<file path="src/rtl/alu_core_pkg.sv">
// Shared constants for the URCPU ALU arithmetic slice.
// Contents:
//   ALU_DEFAULT_WIDTH - default operand/result width.
//   OP_*              - 5-bit opcodes from the CPU-wide ALU opcode map.
package alu_core_pkg;

    localparam int unsigned ALU_DEFAULT_WIDTH = 20;

    localparam logic [4:0] OP_AND = 5'd1;
    localparam logic [4:0] OP_ADD = 5'd8;
    localparam logic [4:0] OP_SUB = 5'd9;
    localparam logic [4:0] OP_CMP = 5'd12;

endpackage

</file>
<file path="src/rtl/add_carry_unit.sv">
// Combinational adder with optional operand inversion, shared by ADD and SUB.
// Ports:
//   a, b     - operands (WIDTH bits)
//   cin      - carry in (caller supplies inverted borrow for SUB)
//   invert_b - when 1, b is one's-complemented before the add
//   sum      - a + (b or ~b) + cin, modulo 2^WIDTH
//   cout     - carry out of bit WIDTH-1 (for SUB: 1 means no borrow)
module add_carry_unit #(
    parameter int unsigned WIDTH = 20
) (
    input  logic [WIDTH-1:0] a,
    input  logic [WIDTH-1:0] b,
    input  logic             cin,
    input  logic             invert_b,
    output logic [WIDTH-1:0] sum,
    output logic             cout
);

    logic [WIDTH-1:0] b_eff;
    logic [WIDTH:0]   full_sum;

    always_comb begin
        b_eff    = invert_b ? ~b : b;
        full_sum = {1'b0, a} + {1'b0, b_eff} + {{WIDTH{1'b0}}, cin};
        sum      = full_sum[WIDTH-1:0];
        cout     = full_sum[WIDTH];
    end

endmodule

</file>
<file path="src/rtl/alu_arith_core.sv">
// Registered ALU slice for the URCPU execute stage: ADD, AND, CMP with flags.
// Optional SUB (op=9) is enabled by defining the macro ALU_CORE_SUB_EN.
// Ports:
//   clk, rst_n    - rising-edge clock, asynchronous active-low reset
//   en, op        - operation enable and 5-bit opcode, sampled on clk
//   a, b          - operands (WIDTH bits)
//   carry_in      - carry into ADD / borrow into SUB
//   res           - registered result
//   carry_out     - unsigned carry (ADD) or borrow (SUB)
//   overflow_out  - signed overflow toward negative
//   underflow_out - signed overflow toward positive
//   zero_out      - result zero (CMP: a == b)
//   sign_out      - result MSB (CMP: a < b unsigned)
//   valid_out     - one-cycle pulse after an accepted operation
module alu_arith_core
    import alu_core_pkg::*;
#(
    parameter int unsigned WIDTH = ALU_DEFAULT_WIDTH
) (
    input  logic             clk,
    input  logic             rst_n,
    input  logic             en,
    input  logic [4:0]       op,
    input  logic [WIDTH-1:0] a,
    input  logic [WIDTH-1:0] b,
    input  logic             carry_in,
    output logic [WIDTH-1:0] res,
    output logic             carry_out,
    output logic             overflow_out,
    output logic             underflow_out,
    output logic             zero_out,
    output logic             sign_out,
    output logic             valid_out
);

    localparam int unsigned MSB = WIDTH - 1;

    logic [WIDTH-1:0] res_q, res_d;
    logic             carry_q, carry_d;
    logic             ovf_q, ovf_d;
    logic             unf_q, unf_d;
    logic             zero_q, zero_d;
    logic             sign_q, sign_d;
    logic             valid_q, valid_d;

    logic             invert_b;
    logic             adder_cin;
    logic [WIDTH-1:0] adder_sum;
    logic             adder_cout;

    // SUB is a + ~b + ~carry_in, so the incoming borrow is inverted as well.
`ifdef ALU_CORE_SUB_EN
    assign invert_b = (op == OP_SUB);
`else
    assign invert_b = 1'b0;
`endif
    assign adder_cin = invert_b ? ~carry_in : carry_in;

    add_carry_unit #(
        .WIDTH(WIDTH)
    ) u_add_carry_unit (
        .a        (a),
        .b        (b),
        .cin      (adder_cin),
        .invert_b (invert_b),
        .sum      (adder_sum),
        .cout     (adder_cout)
    );

    always_comb begin
        res_d   = res_q;
        carry_d = carry_q;
        ovf_d   = ovf_q;
        unf_d   = unf_q;
        zero_d  = zero_q;
        sign_d  = sign_q;
        valid_d = 1'b0;
        if (en) begin
            case (op)
                OP_ADD: begin
                    res_d   = adder_sum;
                    carry_d = adder_cout;
                    ovf_d   = ~a[MSB] & ~b[MSB] & adder_sum[MSB];
                    unf_d   = a[MSB] & b[MSB] & ~adder_sum[MSB];
                    zero_d  = (adder_sum == '0);
                    sign_d  = adder_sum[MSB];
                    valid_d = 1'b1;
                end
`ifdef ALU_CORE_SUB_EN
                OP_SUB: begin
                    res_d   = adder_sum;
                    carry_d = ~adder_cout;  // no carry out means a borrow occurred
                    ovf_d   = ~a[MSB] & b[MSB] & adder_sum[MSB];
                    unf_d   = a[MSB] & ~b[MSB] & ~adder_sum[MSB];
                    zero_d  = (adder_sum == '0);
                    sign_d  = adder_sum[MSB];
                    valid_d = 1'b1;
                end
`endif
                OP_AND: begin
                    res_d   = a & b;
                    zero_d  = ((a & b) == '0);
                    sign_d  = a[MSB] & b[MSB];
                    valid_d = 1'b1;
                end
                OP_CMP: begin
                    zero_d  = (a == b);
                    sign_d  = (a < b);
                    valid_d = 1'b1;
                end
                default: ;
            endcase
        end
    end

    always_ff @(posedge clk or negedge rst_n) begin
        if (!rst_n) begin
            res_q   <= '0;
            carry_q <= 1'b0;
            ovf_q   <= 1'b0;
            unf_q   <= 1'b0;
            zero_q  <= 1'b0;
            sign_q  <= 1'b0;
            valid_q <= 1'b0;
        end else begin
            res_q   <= res_d;
            carry_q <= carry_d;
            ovf_q   <= ovf_d;
            unf_q   <= unf_d;
            zero_q  <= zero_d;
            sign_q  <= sign_d;
            valid_q <= valid_d;
        end
    end

    assign res           = res_q;
    assign carry_out     = carry_q;
    assign overflow_out  = ovf_q;
    assign underflow_out = unf_q;
    assign zero_out      = zero_q;
    assign sign_out      = sign_q;
    assign valid_out     = valid_q;

endmodule

</file>
<file path="config.mk">
export PLATFORM = sky130hd
export DESIGN_NAME = alu_arith_core
export DESIGN_NICKNAME = d
export VERILOG_FILES = /design/src/rtl/alu_core_pkg.sv /design/src/rtl/add_carry_unit.sv /design/src/rtl/alu_arith_core.sv
export SDC_FILE = /design/constraint.sdc
export NUM_CORES = 1
export LEC_CHECK = 0
export ABC_AREA = 0
export BUFFER_PORTS_ARGS = -buffer_cell sky130_fd_sc_hd__buf_2
export CAP_MARGIN = 20
export CELL_PAD_IN_SITES_DETAIL_PLACEMENT = 1
export CELL_PAD_IN_SITES_GLOBAL_PLACEMENT = 2
export CORE_ASPECT_RATIO = 1.75
export CORE_MARGIN = 2
export CORE_UTILIZATION = 35
export CTS_CLUSTER_DIAMETER = 50
export DETAILED_ROUTE_END_ITERATION = 16
export PLACE_DENSITY = 0.87
export REMOVE_ABC_BUFFERS = 1
export SLEW_MARGIN = 20
export SYNTH_ARGS = -nofsm -noshare
export SYNTH_HDL_FRONTEND = slang
export SYNTH_HIERARCHICAL = 1
export SYNTH_SLANG_ARGS = --single-unit
</file>
<file path="constraint.sdc">
create_clock -name clk -period 1.4 [get_ports clk]
set_input_delay 0.07 -clock clk [delete_from_list [all_inputs] [get_ports clk]]
set_output_delay 0.07 -clock clk [all_outputs]
set_load 0.02 [all_outputs]
</file>
==> results.toml, run 1 <==
[run_status]
status = "finished with violations"
violations = "negative setup slack"

[layout]
area.sequential_um2 = 651
synthToLayoutAreaGrowth_pct = 57.2
fill_cells = 1130
drive_above_1_share_pct = 45.3
nets = 691
fin_cells = 699
final_cell_mix = "buf_4, buf_2, ha_1"
multi_input_area_mm2 = 0.00280
postLayoutCellArea_mm2 = 0.00518
mostFrequentLayoutCell = "buf_4"
final_util_pct = 57.0
diodes = 0

[clock_network]
htree_levels = 1
path_clk_slew_ps = 70
clock_sinks = 26
cts_tree = "built"
clockBufferDepth = 2
cts_root_buffer = "clkbuf_16"
clock_latency_ps = 260
numCtsBuffers = 3

[critical_path]
reg2reg_slack_ps = 640
crit_required_ps = 1590
arrival_ps = 2900
critPathLaunchType = "input pin"
cp_max_fo = 4
rr_worst_depth = 1
setup.worst_path.end_class = "register"
worstReg2RegEnd = "carry_out"
crit_type = "in2reg"
r2r-start = "carry_out"

[timing]
layout_setup_ws_ps = -1310
final-setup-viol-count = 24
relSlewSlack_pct = 53.9
finalCriticalPeriod_ps = 2710
slew_violations = 0
skew_ps = 0
fmax_mhz = 370
tightest_slew_ps = 684
rsz0062_at_grt = "true"
min_period_over_period_pct = 193
hold_viol_final = 0
timing.hold.ws_ps = 259
tns_ps = -18600

[synth]
ys_types = 50
ys_seq_area_share_pct = 19.7
syn_inst = 386
yosysWarnings = 6
synth.avg_cell_area_um2 = 8.54
synth_edf_count = 0
synth-main-ff-cell = "dfrtp_1"
netlist_area_mm2 = 0.00330
synth_seq_cells = 26
async_reset_ff_share_pct = 100

[place]
placed_cell_area_mm2 = 0.00462
post-dp-hpwl_mm = 10.4
port-buffer-count = 74
dp.cells = 682
dp_slack_ps = -1740
place.gp.congestion = 0.954

[drt]
routed_wl_mm = 14.1
via_per_inst = 5.38
postRouteAntennaNets = 0
drtIter0Drc = 164
drc = 0
dr.pass1.iters = 4
wl_per_cell_um = 20.2
vias = 3758

[pwr]
irDropWorstVdd_v = 0.000535
power_density_mw_per_mm2 = 1000
p_leak_nw = 2.79
p_total_mw = 5.19

[floorplanning]
core-area_mm2 = 0.00909
ios = 75
die-area_mm2 = 0.0102
die_h_um = 132
row_count = 46
chipWidth_um = 77.4
initial_core_util_pct = 36.3

[hold_path]
holdCritPathClass = "in2reg"
min_path_cells = 4
hold_start = "en"
hold_end = "valid_out"

[run]
max-cap-violations = 0

[grt]
grt_remaining_overflow = 0
grt_use_total_pct = 24.9
grt_max_degree = 27
grt_pass1_vias = 4179
grt_pass1_wl_mm = 20.2
antenna_found_initial = 0
[repair_timing]
| item | in CTS | in global routing |
|---|---|---|
| setup endpoints to repair | 24 | 24 |
| hold endpoints to repair | 26 | 0 |
| gates resized for setup | 61 | 38 |
| buffers inserted | 10 | 9 |
| hold buffers | 1 | 0 |
| pin swaps | 24 | 25 |
[Yosys cell counts (3+ instances only)]
cell type,n,share of area [%]
nor2b_1,3,0.57
nor3_1,4,0.61
nand3_1,8,1.2
ha_1,60,23
o21ai_0,32,4.9
o21a_1,4,0.91
a21oi_1,29,4.4
nor4_1,10,1.9
nand4_1,6,1.1
nand2_1,41,4.7
xnor2_1,13,3.5
clkbuf_1,9,1.0
a211oi_1,3,0.68
xor2_1,23,6.1
dfrtp_1,26,20
mux2i_1,23,7.0
nor2_1,8,0.91
nand2b_1,8,1.5
inv_1,33,3.8
o31ai_1,3,0.68
a21o_1,7,1.6
[per-layer routing]
| metal | vias up | global-route usage, % | part of all wire (%) |
|---|---|---|---|
| met3 | 69 | 1.98 | 3.3 |
| li1 | 1751 | - | - |
| met1 | 1802 | 23.7 | 32 |
| met2 | 136 | 49.6 | 56 |
| met4 | 0 | 15.1 | 8.8 |
| met5 | - | 0 | 0 |
[worst max-delay path by stage]
stage | startpoint | to | slack [ps] | cells past startpoint
after floorplan | a[0] | zero_out | -1330 | 13
after global placement | a[0] | zero_out | -1600 | 14
after detailed placement | a[0] | zero_out | -1740 | 14
after CTS | carry_in | zero_out | -1170 | 14
after global routing | b[0] | zero_out | -1390 | 15
final | b[6] | zero_out | -1310 | 16
[sequential cells by signal, indices dropped and copies added (netlist names)]
name and cells:
carry_out 1, overflow_out 1, res 20, sign_out 1
underflow_out 1, valid_out 1, zero_out 1
[kinds of logic (layout without fill, tap and decap cells)]
family	count (synthesis)	after routing	share of synthesized area, %
buffers and inverters	44	236	5.16
multiplexers	24	24	7.32
flip-flops	26	26	19.7
AND/OR/NAND/NOR	97	97	15.4
AO/OA/AOI/OAI	96	96	18.7
XOR/XNOR	36	36	9.56
adder cells (fa/ha/maj)	62	62	24.0
other	1	2	0.114
[final cells by class]
class	count	share of cell area (%)
inverter	33	2.44
clock buffer	4	1.71
timing repair buffer	199	26.4
tap	120	2.90
sequential	26	12.5
multi-input combinational	317	54.1
[power by group]
part	switching (mW)	internal (mW)
sequential	0.132	0.973
clock	0.270	0.438
combinational	1.85	1.53
[worst max-delay path: stages]
cell	delay [ps]
buf_2	110
xor2_1	140
ha_1	300
buf_4	160
nand2_1	110
nor3b_1	290
a211o_1	250
o31ai_4	120
buf_4	160
o31ai_2	270
nor3_2	100
nor4_1	190
nand3_1	150
and4b_1	280
a21oi_1	80
o21ai_2	120
(Power assumes the default switching activity.)
==> inputs of run 2 (changes only) <==
--- a/config.mk
+++ b/config.mk
@@ -6,7 +6,7 @@
 export NUM_CORES = 1
 export LEC_CHECK = 0
 export ABC_AREA = 0
-export BUFFER_PORTS_ARGS = -buffer_cell sky130_fd_sc_hd__buf_2
+export BUFFER_PORTS_ARGS = -buffer_cell sky130_fd_sc_hd__clkbuf_2
 export CAP_MARGIN = 20
 export CELL_PAD_IN_SITES_DETAIL_PLACEMENT = 1
 export CELL_PAD_IN_SITES_GLOBAL_PLACEMENT = 2
@@ -15,7 +15,8 @@
 export CORE_UTILIZATION = 35
 export CTS_CLUSTER_DIAMETER = 50
 export DETAILED_ROUTE_END_ITERATION = 16
-export PLACE_DENSITY = 0.87
+export GPL_TIMING_DRIVEN = 0
+export PLACE_DENSITY_LB_ADDON = 0.2
 export REMOVE_ABC_BUFFERS = 1
 export SLEW_MARGIN = 20
 export SYNTH_ARGS = -nofsm -noshare
==> results.toml, run 2 (synthesis gave the netlist of run 1 again) <==
[clock_network]
cts_root_buffer = "clkbuf_16"
numCtsBuffers = 3
path_clk_slew_ps = 60
clockBufferDepth = 2
clock_sinks = 26
htree_levels = 1
clock_latency_ps = 260
cts_tree = "built"

[timing]
hold_viol_final = 0
rsz0062_at_grt = "true"
tightest_slew_ps = 674
layout_setup_ws_ps = -1290
skew_ps = 0
final-setup-viol-count = 23
relSlewSlack_pct = 55.1
slew_violations = 0
fmax_mhz = 372
finalCriticalPeriod_ps = 2690
min_period_over_period_pct = 192

[floorplanning]
core-area_mm2 = 0.00909
chipWidth_um = 77.4
die_h_um = 132
ios = 75
initial_core_util_pct = 36.3
row_count = 46
die-area_mm2 = 0.0102

[critical_path]
crit_required_ps = 1590
critPathLaunchType = "input pin"
crit_type = "in2reg"
arrival_ps = 2870
setup.worst_path.end_class = "register"
rr_worst_depth = 1
reg2reg_slack_ps = 620
cp_max_fo = 3
worstReg2RegEnd = "carry_out"
r2r-start = "carry_out"

[hold_path]
hold_start = "en"
holdCritPathClass = "in2reg"
hold_end = "valid_out"
min_path_cells = 3

[drt]
postRouteAntennaNets = 0
dr.pass1.iters = 4
vias = 3205
drtIter0Drc = 61
wl_per_cell_um = 17.9
routed_wl_mm = 10.8
drc = 0
via_per_inst = 5.31

[layout]
postLayoutCellArea_mm2 = 0.00453
largest_register_ffs = 20
drive_above_1_share_pct = 35.3
mostFrequentLayoutCell = "clkbuf_2"
fill_cells = 1117
final_cell_mix = "clkbuf_2, ha_1, nand2_1"
nets = 596
synthToLayoutAreaGrowth_pct = 37.4
multi_input_area_mm2 = 0.00287
diodes = 0
area.sequential_um2 = 651

[pwr]
power_density_mw_per_mm2 = 1020
p_leak_nw = 2.37
p_total_mw = 4.63
irDropWorstVdd_v = 0.000687

[place]
place.gp.congestion = 0.816
placed_cell_area_mm2 = 0.00380
post-dp-hpwl_mm = 8.76
dp_slack_ps = -2050
port-buffer-count = 74

[run_status]
violations = "negative setup slack"
status = "finished with violations"

[grt]
grt_max_degree = 27
grt_remaining_overflow = 0
grt_use_total_pct = 20.8
grt_pass1_vias = 3479
antenna_found_initial = 0
grt_pass1_wl_mm = 17.0

[run]
max-cap-violations = 0
## run 2: changes by cell type in the layout (fill, tap and decap cells not counted), moves of 3 or more
| cell | delta |
|---|---|
| nor4_2 | +3 |
| xnor2_2 | +3 |
| buf_4 | -94 |
| nor4_1 | -3 |
| a21oi_1 | +3 |
| xnor2_1 | -4 |
| buf_2 | -70 |
| clkbuf_2 | +70 |
## run 2: worst max-delay path by stage
stage / end / from / depth (start not counted)
global placement: zero_out / a[0] / 15
finish: zero_out / b[0] / 15
CTS: zero_out / b[0] / 15
detailed placement: zero_out / a[0] / 15
global route: zero_out / b[0] / 15
floorplan: zero_out / a[0] / 13
## run 2: report_power, final
part / internal [mW] / total [mW] / switching [mW] / leakage, nW
logic: 1.21 / 2.84 / 1.63 / 1.99
registers: 0.974 / 1.10 / 0.122 / 0.337
clock network: 0.437 / 0.692 / 0.254 / 0.0442
## run 2: area by class of cell
| class | count | area share [%] |
|---|---|---|
| well taps | 120 | 3.31 |
| multi-input cells | 317 | 63.3 |
| clock buffers | 4 | 1.96 |
| repair buffers | 104 | 14.4 |
| flip-flops and latches | 26 | 14.4 |
| inverters | 33 | 2.73 |
## run 2: layer usage
metal | routed length [um] | part of all wire [%] | global-route usage, %
met1 | 3640 | 34 | 20.3
met2 | 6490 | 60 | 42.9
met3 | 297 | 2.8 | 2.32
met4 | 355 | 3.3 | 7.54
met5 | 0 | 0 | 0
## run 2: timing repair
| item | in CTS | in global routing |
|---|---|---|
| hold buffers | 1 | 0 |
| buffers inserted | 12 | 17 |
| hold endpoints to repair | 26 | 0 |
| setup endpoints to repair | 25 | 24 |
| resized for setup | 44 | 60 |
| pin swaps | 23 | 34 |
## run 2: critical path, stage by stage
cell	delay, ps
buf_8	90
xnor2_4	60
fa_2	400
fa_2	370
nand2b_4	160
a211oi_4	300
o21ai_4	140
buf_4	160
o21ai_2	120
a21oi_2	90
xnor2_2	180
nor4_2	290
and4b_1	250
a21oi_2	60
o21ai_2	120
## run 2: through the flow
stage	cells	util, %	hold slack, ps	TNS, ps
4_1_cts	589	45.7	169	-17050
3_3_place_gp	570	41.5	136	-30550
3_5_place_dp	572	41.8	138	-28910
5_1_grt	604	49.8	211	-19230
6_report	604	49.8	189	-17400
2_1_floorplan	376	-	-226	-15650
==> inputs of run 3 (changes only) <==
--- a/config.mk
+++ b/config.mk
@@ -12,7 +12,7 @@
 export CELL_PAD_IN_SITES_GLOBAL_PLACEMENT = 2
 export CORE_ASPECT_RATIO = 1.75
 export CORE_MARGIN = 2
-export CORE_UTILIZATION = 35
+export CORE_UTILIZATION = 33
 export CTS_CLUSTER_DIAMETER = 50
 export DETAILED_ROUTE_END_ITERATION = 16
 export GPL_TIMING_DRIVEN = 0
@@ -21,5 +21,4 @@
 export SLEW_MARGIN = 20
 export SYNTH_ARGS = -nofsm -noshare
 export SYNTH_HDL_FRONTEND = slang
-export SYNTH_HIERARCHICAL = 1
 export SYNTH_SLANG_ARGS = --single-unit
==> results.toml, run 3 <==
[run_status]
status = "finished with violations"
violations = "negative setup slack"

[critical_path]
crit_type = "in2reg"
critPathLaunchType = "input pin"
crit_slowest_cell = "or4_4"
cp_max_fo = 3
crit_path_frequent_cell = "or4_4"
setup.worst_path.end_class = "register"
crit_required_ps = 1590
cp_slowest_stage_delay_ps = 560
arrival_ps = 3020
worstPathCellList = "buf_6, inv_4, fa_2, o21ba_1, or4_4, a211oi_4, nor4_2, o31ai_1, a21oi_1, xor2_1, or4_4, o31ai_2"

[drt]
dr.pass1.iters = 4
postRouteAntennaNets = 0
wl_per_cell_um = 16.5
routed_wl_mm = 8.66
vias = 2784
via_per_inst = 5.30
drtIter0Drc = 83
drc = 0

[timing]
skew_ps = 0
min_period_over_period_pct = 203
fmax_mhz = 352
relSlewSlack_pct = 54.8
final-setup-viol-count = 20
tightest_slew_ps = 677
rsz0062_at_grt = "true"
timing.hold.ws_ps = 179
slew_violations = 0
layout_setup_ws_ps = -1440
finalCriticalPeriod_ps = 2840
hold_viol_final = 0

[grt]
antenna_found_initial = 0
grt_max_degree = 27
grt_pass1_vias = 2941
grt_use_total_pct = 19.2
grt_pass1_wl_mm = 13.9
grt_remaining_overflow = 0

[synth]
synth.avg_cell_area_um2 = 7.98
synth_top_area_share_pct = 23.5
async_reset_ff_share_pct = 100
netlist_area_mm2 = 0.00277
ys_seq_area_share_pct = 23.5
synth_area_leader_cell = "dfrtp_1"
ys_types = 49
yosysWarnings = 0
synth_commonest_cells = "inv_1, ha_1, a21oi_1"
synth_edf_count = 0
synth_area_leaders = "dfrtp_1, ha_1, a21oi_1"
synth_seq_cells = 26
synth-main-ff-cell = "dfrtp_1"
synth.most_common_cell = "inv_1"
syn_inst = 347

[floorplanning]
initial_core_util_pct = 33.7
die_h_um = 125
die-area_mm2 = 0.00916
core-area_mm2 = 0.00820
row_count = 44
chipWidth_um = 73.2
ios = 75

[pwr]
power_density_mw_per_mm2 = 992
irDropWorstVdd_v = 0.000425
p_total_mw = 3.72
p_leak_nw = 1.90

[layout]
final_cell_mix = "clkbuf_2, ha_1, inv_1"
synthToLayoutAreaGrowth_pct = 35.6
nets = 526
largest_register_ffs = 20
fill_cells = 1012
mostFrequentLayoutCell = "clkbuf_2"
diodes = 0
drive_above_1_share_pct = 33.7

[clock_network]
path_clk_slew_ps = 70
clock_sinks = 26
cts_root_buffer = "clkbuf_16"
clockBufferDepth = 2
clock_latency_ps = 270
cts_tree = "built"
numCtsBuffers = 3
htree_levels = 1

[place]
place.gp.congestion = 0.813
port-buffer-count = 74
dp_slack_ps = -2020
post-dp-hpwl_mm = 6.95

[run]
max-cap-violations = 0

[hold_path]
holdCritPathClass = "in2reg"
[run 3: changes by cell type in the layout (fill, tap and decap cells not counted), sizes merged, moves of 5 or more]
cell    delta
a21o       -6
buf       -12
ha        -19
inv       +10
mux2i     -14
nand2     -10
nor2      +12
nor3       +5
nor4       -6
o21bai     +7
xor2      -19
[run 3: kinds of logic after synthesis]
logic type      count (synthesis)  synth area share, %
flops                          26                 23.5
simple gates                   98                 17.7
fa+ha+maj                      43                 20.0
buf+inv                        53                 7.50
compound gates                 96                 20.7
xor+xnor                       17                 5.38
mux                            14                 5.29
[run 3: timing repair]
| action | CTS | global route |
|---|---|---|
| hold endpoints to repair | 26 | 0 |
| cloned | 0 | 0 |
| endpoints found under the setup margin | 23 | 24 |
| buffers inserted | 11 | 7 |
| hold buffers | 1 | 0 |
| pin swaps | 35 | 24 |
| gates resized for setup | 57 | 33 |
[run 3: path summary, 6_finish.rpt]
kind                            cells past startpoint  slack (ps)     start   endpoint
worst max-delay path                               12       -1440  carry_in   zero_out
worst min-delay path                                2         180        en  valid_out
worst max register to register                      6        -790  zero_out   zero_out
worst min register to register                      2         480    res[1]     res[1]
max in group asynchronous                           2         590     rst_n     res[4]
min in group asynchronous                           2         360     rst_n    res[18]
[run 3: metal layers]
metal	up-vias	GRT usage, %	part of all wire (%)
li1	1372	-	-
met1	1345	21.9	39
met2	54	35.8	55
met3	13	0.967	2.9
met4	0	7.52	2.7
met5	-	0	0
[run 3: worst max-delay path: cells and delay by family]
family / cells / cell delay [ps]
buf+inv: 2 / 110
fa+ha+maj: 1 / 380
simple gates: 3 / 1130
xor+xnor: 1 / 180
compound gates: 5 / 1140
[run 3: cell type report]
type	instances	area (um^2)	share of cell area (%)
multi-input cells	268	2160	57.5
flip-flops and latches	26	651	17.3
repair buffers	92	573	15.3
inverters	43	169	4.50
well taps	92	115	3.07
clock buffers	4	88.8	2.37
[run 3: power breakdown]
part	switching (mW)	total (mW)	internal [mW]	leakage [nW]
combinational	1.10	1.89	0.784	1.53
sequential	0.128	1.10	0.973	0.325
clock	0.295	0.734	0.439	0.0442
total	1.52	3.72	2.20	1.90
[run 3: metrics by stage]
| step | instances | TNS (ps) | utilization, % | area, um^2 |
|---|---|---|---|---|
| 3_5_place_dp | 505 | -26380 | 39.6 | 3240 |
| 4_1_cts | 521 | -14930 | 43.9 | 3600 |
| 2_1_floorplan | 337 | -20510 | - | 2720 |
| 6_report | 525 | -14650 | 45.7 | 3750 |
| 3_3_place_gp | 503 | -40080 | 39.1 | 3210 |
| 5_1_grt | 525 | -17150 | 45.7 | 3750 |
